File: config.mk
export PLATFORM = sky130hd
export DESIGN_NAME = rep_sub_divider
export DESIGN_NICKNAME = d
export VERILOG_FILES = /design/src/rtl/rep_sub_divider.sv
export SDC_FILE = /design/constraint.sdc
export NUM_CORES = 1
export LEC_CHECK = 0
export CELL_PAD_IN_SITES_DETAIL_PLACEMENT = 0
export CELL_PAD_IN_SITES_GLOBAL_PLACEMENT = 1
export CORE_AREA = 3 3 87 89
export CTS_BUF_LIST = sky130_fd_sc_hd__clkbuf_4 sky130_fd_sc_hd__clkbuf_8 sky130_fd_sc_hd__clkbuf_16
export DETAILED_ROUTE_END_ITERATION = 12
export DIE_AREA = 0 0 90 92
export DONT_BUFFER_PORTS = 1
export PLACE_DENSITY = 0.82
export SLEW_MARGIN = 20
export SYNTH_ARGS = -nofsm -noshare
export SYNTH_HDL_FRONTEND = slang
export SYNTH_SLANG_ARGS = --single-unit
File: constraint.sdc
create_clock -name clk -period 5.05 [get_ports clk]
set_input_delay 1.01 -clock clk [delete_from_list [all_inputs] [get_ports clk]]
set_output_delay 1.01 -clock clk [all_outputs]
set_load 0.02 [all_outputs]
File: src/rtl/rep_sub_divider.sv
// rep_sub_divider: unsigned divider by repeated subtraction, operands loaded serially on data_in
module rep_sub_divider #(
    parameter int WIDTH = 16
) (
    input  logic             clk,
    input  logic             rst_n,
    input  logic             start,
    input  logic [WIDTH-1:0] data_in,
    output logic [WIDTH-1:0] quotient,
    output logic [WIDTH-1:0] remainder,
    output logic             done,
    output logic             busy,
    output logic             div_by_zero
);
    typedef enum logic [2:0] {IDLE, LDA, LDB, CHK, SUB, DONE} state_t;
    state_t state, next;
    logic [WIDTH-1:0] r, q, b;
    logic dz;
    always_ff @(posedge clk)
        if (!rst_n) state <= IDLE;
        else state <= next;
    always_comb begin
        next = IDLE;
        case (state)
            IDLE: next = start ? LDA : IDLE;
            LDA:  next = LDB;
            LDB:  next = CHK;
            CHK:  next = (b == '0) ? DONE : SUB;
            SUB:  next = (r >= b) ? SUB : DONE;
            DONE: next = start ? LDA : DONE;
            default: next = IDLE;
        endcase
    end
    always_ff @(posedge clk)
        if (!rst_n) begin
            r  <= '0;
            q  <= '0;
            b  <= '0;
            dz <= 1'b0;
        end else begin
            case (state)
                LDA: begin
                    r  <= data_in;
                    q  <= '0;
                    dz <= 1'b0;
                end
                LDB: b <= data_in;
                CHK: if (b == '0) begin
                    q  <= '1;
                    dz <= 1'b1;
                end
                SUB: if (r >= b) begin
                    r <= r - b;
                    q <= q + 1'b1;
                end
                default: ;
            endcase
        end
    // the flag is qualified by DONE so it never lingers into the next load
    always_comb begin
        done        = state == DONE;
        busy        = state == LDA || state == LDB || state == CHK || state == SUB;
        div_by_zero = dz && state == DONE;
        quotient    = q;
        remainder   = r;
    end
endmodule

=== After elaboration in Yosys (flattened, before gate mapping) ===
Index checks and enable logic that the tools add are counted.
Widths: inputs -> output; s select.

* Bits in registers: 52
* Input port bits: 19
* Output and inout port bits: 35
* Word-level logic and storage cells: 39

* Add/subtract/negate cells: 2
* $lt $le $gt $ge: 1
* Eq/ne operators: 7
* Multiplexer cells: 12
* Reduce and logical (&&, ||, !) cells: 12

{| class="wikitable"
|+ Operator list
! operator !! count
|-
| $mux 16 || 3
|-
| $pmux 16 s3 || 1
|-
| $pmux 16 s2 || 1
|-
| $pmux 3 s6 || 1
|-
| $add 16x1->16 const B || 1
|-
| $ge 16x16->1 || 1
|-
| $logic_not 16->1 || 1
|-
| $sub 16x16->16 || 1
|-
| $eq 3x2->1 const B || 2
|-
| $eq 3x3->1 const B || 2
|-
| $mux 1 || 4
|-
| $ne 2x2->1 const B || 2
|-
| $reduce_and 2->1 || 2
|-
| $reduce_bool 2->1 || 2
|-
| $eq 3x1->1 const B || 1
|-
| $logic_not 3->1 || 1
|-
| $logic_or 1x1->1 || 3
|-
| $mux 3 || 1
|-
| $reduce_and 3->1 || 1
|-
| $reduce_bool 3->1 || 1
|-
| $pmux 1 s2 || 1
|-
| $logic_and 1x1->1 || 1
|}

=== Longest topological paths before layout ===
* Word-level depth: 4
* Depth in mapped cells: 12
* Mapped depth without buffers: 10

=== Least setup slack after synthesis ===
No wires, ideal clock.

* Path type: register to register
* From: reg r[0] (netlist: remainder[0])
* To: reg q[14] (netlist: quotient[14])
* Library setup time: 0.086 ns
* Arrival: 2.871 ns
* Required time: 4.964 ns
* Setup slack: 2.093 ns
* Stages on the path, launching flop included: 11
* Path buffers: 0
* Clock period less this slack: 2.957 ns
* Cell sequence: dfxtp_1 -> inv_1 -> ha_1 -> fa_1 -> nand2b_1 -> a21o_1 -> a221o_1 -> a211oi_4 -> nor3_2 -> or4_4 -> a221oi_2

* Word-level cells in the longest chain between the ends: 3

{| class="wikitable"
|+ RTL lines
! what !! line !! RTL
|-
| start: declaration || 17 || <nowiki>logic [WIDTH-1:0] r, q, b;</nowiki>
|-
| start signal: assignment || 43 || <nowiki>r <= data_in;</nowiki>
|-
| start signal: assignment || 53 || <nowiki>r <= r - b;</nowiki>
|-
| $ge 16x16->1 || 52 || <nowiki>SUB: if (r >= b) begin</nowiki>
|-
| $ne 2x2->1 (no line) || n/a ||
|-
| $reduce_and 3->1 (no line) || n/a ||
|-
| end signal: assignment || 54 || <nowiki>q <= q + 1'b1;</nowiki>
|-
| end: declaration || 17 ||
|}

Every way passes these cells.
A chain may end at the register's enable or synchronous reset.

=== Worst setup path after layout ===
* From: reg r[0] (netlist: remainder[0])
* To: reg q[4] (netlist: quotient[4])

The elaborated chain is that of the path after synthesis.

==> impl_metrics.py <==
metrics = {
    "logic_synthesis": {
        "synthCells": 438,
        "synth_top_family_by_area": "compound AO/OA/AOI/OAI gates",
        "async_flop_share_pct": 0,
        "synth_area_um2": 3380,
        "ys.flop_type": "dfxtp_1",
        "syn_avg_cell_area_um2": 7.72,
        "yosys.area_share.adder_pct": 6.88,
        "ys_warn_count": 0,
        "synth_edf_count": 0,
        "synth_mux_area_share_pct": 0.296,
        "yosys.area_share.xor_xnor_pct": 4.15,
        "ys_types": 57,
        "synth_compound_area_share_pct": 27.6,
        "synthSimpleGateAreaFrac_pct": 22.5,
        "synthesis.nets": 475,
        "synth_seq_area_share_pct": 30.8,
        "ys_ff_latch": 52,
    },
    "clock_tree": {
        "cts-buffers-inserted": 5,
        "cts_setup_buffers": 0,
        "cts_buffer_depth": 2,
        "root_buffer": "clkbuf_8",
        "post_cts_resized": 0,
        "cts-htree-levels": 2,
        "clk_latency_ps": 310,
        "postCtsHoldBufs": 0,
        "clock-sinks": 52,
        "cts.clk_slew.worst_paths_ps": 100,
        "cts_tree": "done",
    },
    "worst_setup_path": {
        "start_kind": "flip-flop",
        "worstPathArrival_ps": 3690,
        "r2r_setup_slack_ps": 1540,
        "crit_type": "flip-flop to flip-flop",
        "cp_max_fo": 16,
        "reg2reg_from": "remainder[0]$_SDFFE_PN0P_",
        "crit_start": "remainder[0]$_SDFFE_PN0P_",
        "endpoint_kind": "flip-flop",
        "required_ps": 5230,
    },
    "sta": {
        "postLayoutSetupSlackWorst_ps": 1540,
        "finalCriticalPeriod_ps": 3510,
        "finalSetupViolations": 0,
        "fin_crit_sh_pct": 69.5,
        "max-slew-margin-rel_pct": 48.0,
        "clock_skew_ps": 6.18,
        "hold_viol_final": 0,
        "rsz0062_at_grt": "false",
        "tightestPinTransition_ps": 780,
        "fmax_mhz": 285,
        "drv_slew": 0,
        "timing.hold.ws_ps": 476,
        "fin_tns_setup_ps": 0,
    },
    "final_layout": {
        "drive_gt1_share_pct": 7.31,
        "instances_no_fill": 520,
        "layout_common_cells": "nand2_1 (89), dfxtp_1 (52), a21oi_1 (42)",
        "nets": 460,
        "diodes": 0,
        "multi_input_area_um2": 2090,
        "area_delta_synth_final_pct": 3.07,
        "final_core_utilization_pct": 51.0,
        "final_common_cell": "nand2_1",
        "seq_area_um2": 1040,
        "nFillCells": 729,
    },
    "routing": {
        "drt_wl_total_mm": 9.46,
        "drtIter0Drc": 166,
        "viasPerCell": 5.94,
        "postRouteAntennaNets": 0,
        "dr.pass1.iters": 4,
        "vias": 3089,
        "wl_per_cell_um": 18.2,
        "drc": 0,
    },
    "grt": {
        "grt_use_total_pct": 23.2,
        "grt_overflow": 0,
        "grt_pass1_wl_mm": 15.6,
        "grt_pass1_vias": 3100,
        "grt_antenna_before_repair": 0,
        "grt_start_max_net_pins": 39,
    },
    "floorplan": {
        "start_util_pct": 49.5,
        "fp.dieArea_um2": 8280,
        "io_pins": 54,
        "core-area_um2": 6830,
        "row_count": 30,
        "die_y_um": 92,
        "die_w_um": 90,
    },
    "placement": {
        "io_buffers": 0,
        "pre_cts_ws_ps": 1550,
        "dp.cells": 512,
        "globalplace.congestion": 0.833,
        "place_hpwl_mm": 6.79,
    },
    "power": {
        "p_leak_nw": 1.28,
        "p_per_area_nw_per_um2": 718,
        "peakVddDrop_uv": 359,
    },
    "hold_path": {
        "worstHoldPathType": "flip-flop to flip-flop",
        "hp-start": "b[7]$_SDFFE_PN0P_",
    },
    "job": {
        "maxCapViolCount": 0,
    },
    "status": {
        "status": "finished clean",
    },
}
power by group:
part	total [mW]	switching [mW]	internal, mW
logic	1.52	0.911	0.607
registers	0.685	0.189	0.496
clock network	0.297	0.144	0.153
total	2.50	1.24	1.26
sequential cells by signal, indices dropped and copies added (netlist names):
register,count
dz,1
state,3
quotient,16
b,16
remainder,16
Yosys cell counts, types with 3 or more instances:
cell	n	area, um2
inv_1	23	86.3
clkbuf_8	4	55.1
buf_4	3	22.5
nand3_1	11	55.1
nand2b_1	6	37.5
a31oi_1	6	37.5
and3_1	6	37.5
or2_2	3	18.8
nor2_1	26	97.6
dfxtp_1	52	1040
nor3_1	3	15.0
a21oi_1	42	210
a21o_1	7	52.6
clkbuf_1	14	52.6
nor4_1	4	25.0
nand2_1	89	334
o21a_1	4	30.0
buf_2	3	15.0
nand4_1	4	25.0
xnor2_1	12	105
a211oi_1	7	52.6
a221oi_1	9	78.8
o31ai_1	9	67.6
ha_1	17	213
nor2b_1	4	25.0
a311oi_1	7	61.3
o211a_1	3	30.0
o21ai_0	14	70.1
xor2_1	4	35.0
o2111ai_1	7	61.3
per-stage QoR:
stage	power (mW)	instance area, um2
2_1_floorplan	1.92	3380
3_3_place_gp	2.20	3370
3_5_place_dp	2.20	3370
4_1_cts	2.51	3480
5_1_grt	2.71	3480
6_report	2.50	3480
layout make-up:
class | count | area share [%]
multi-input combinational | 336 | 59.9
sequential | 52 | 29.9
tap | 96 | 3.45
inverter | 23 | 2.48
clock buffer | 6 | 2.19
timing repair buffer | 5 | 1.08
clock inverter | 2 | 1.01
cells by family after synthesis:
kind of cell	Yosys count
buf+inv	50
mux	1
xor+xnor	16
fa+ha+maj	18
simple gates	168
compound gates	133
flops	52
routing by layer:
layer  up-vias  share of wire (%)  track usage (%)
li1       1533                  -                -
met1      1446                 40             27.8
met2        95                 51             40.3
met3        15                6.6             5.50
met4         0                1.9             8.55
met5         -                  0                0
worst max-delay path, stage by stage (launching register included):
cell and delay, ps:
dfxtp_1 480, inv_1 80, ha_1 210, fa_1 400, nand2b_1 180, a21o_1 200, a221o_1 340, a211oi_4 330
nor3_2 150, nor2_2 530, buf_4 350, a221oi_1 120
final timing paths:
path | to | cells past startpoint
worst max register to register | quotient[4]$_SDFFE_PN0P_ | 11
worst min register to register | b[7]$_SDFFE_PN0P_ | 2
worst min-delay path | b[7]$_SDFFE_PN0P_ | 2
worst max-delay path | quotient[4]$_SDFFE_PN0P_ | 11
Power figures use the tool's default switching activity.
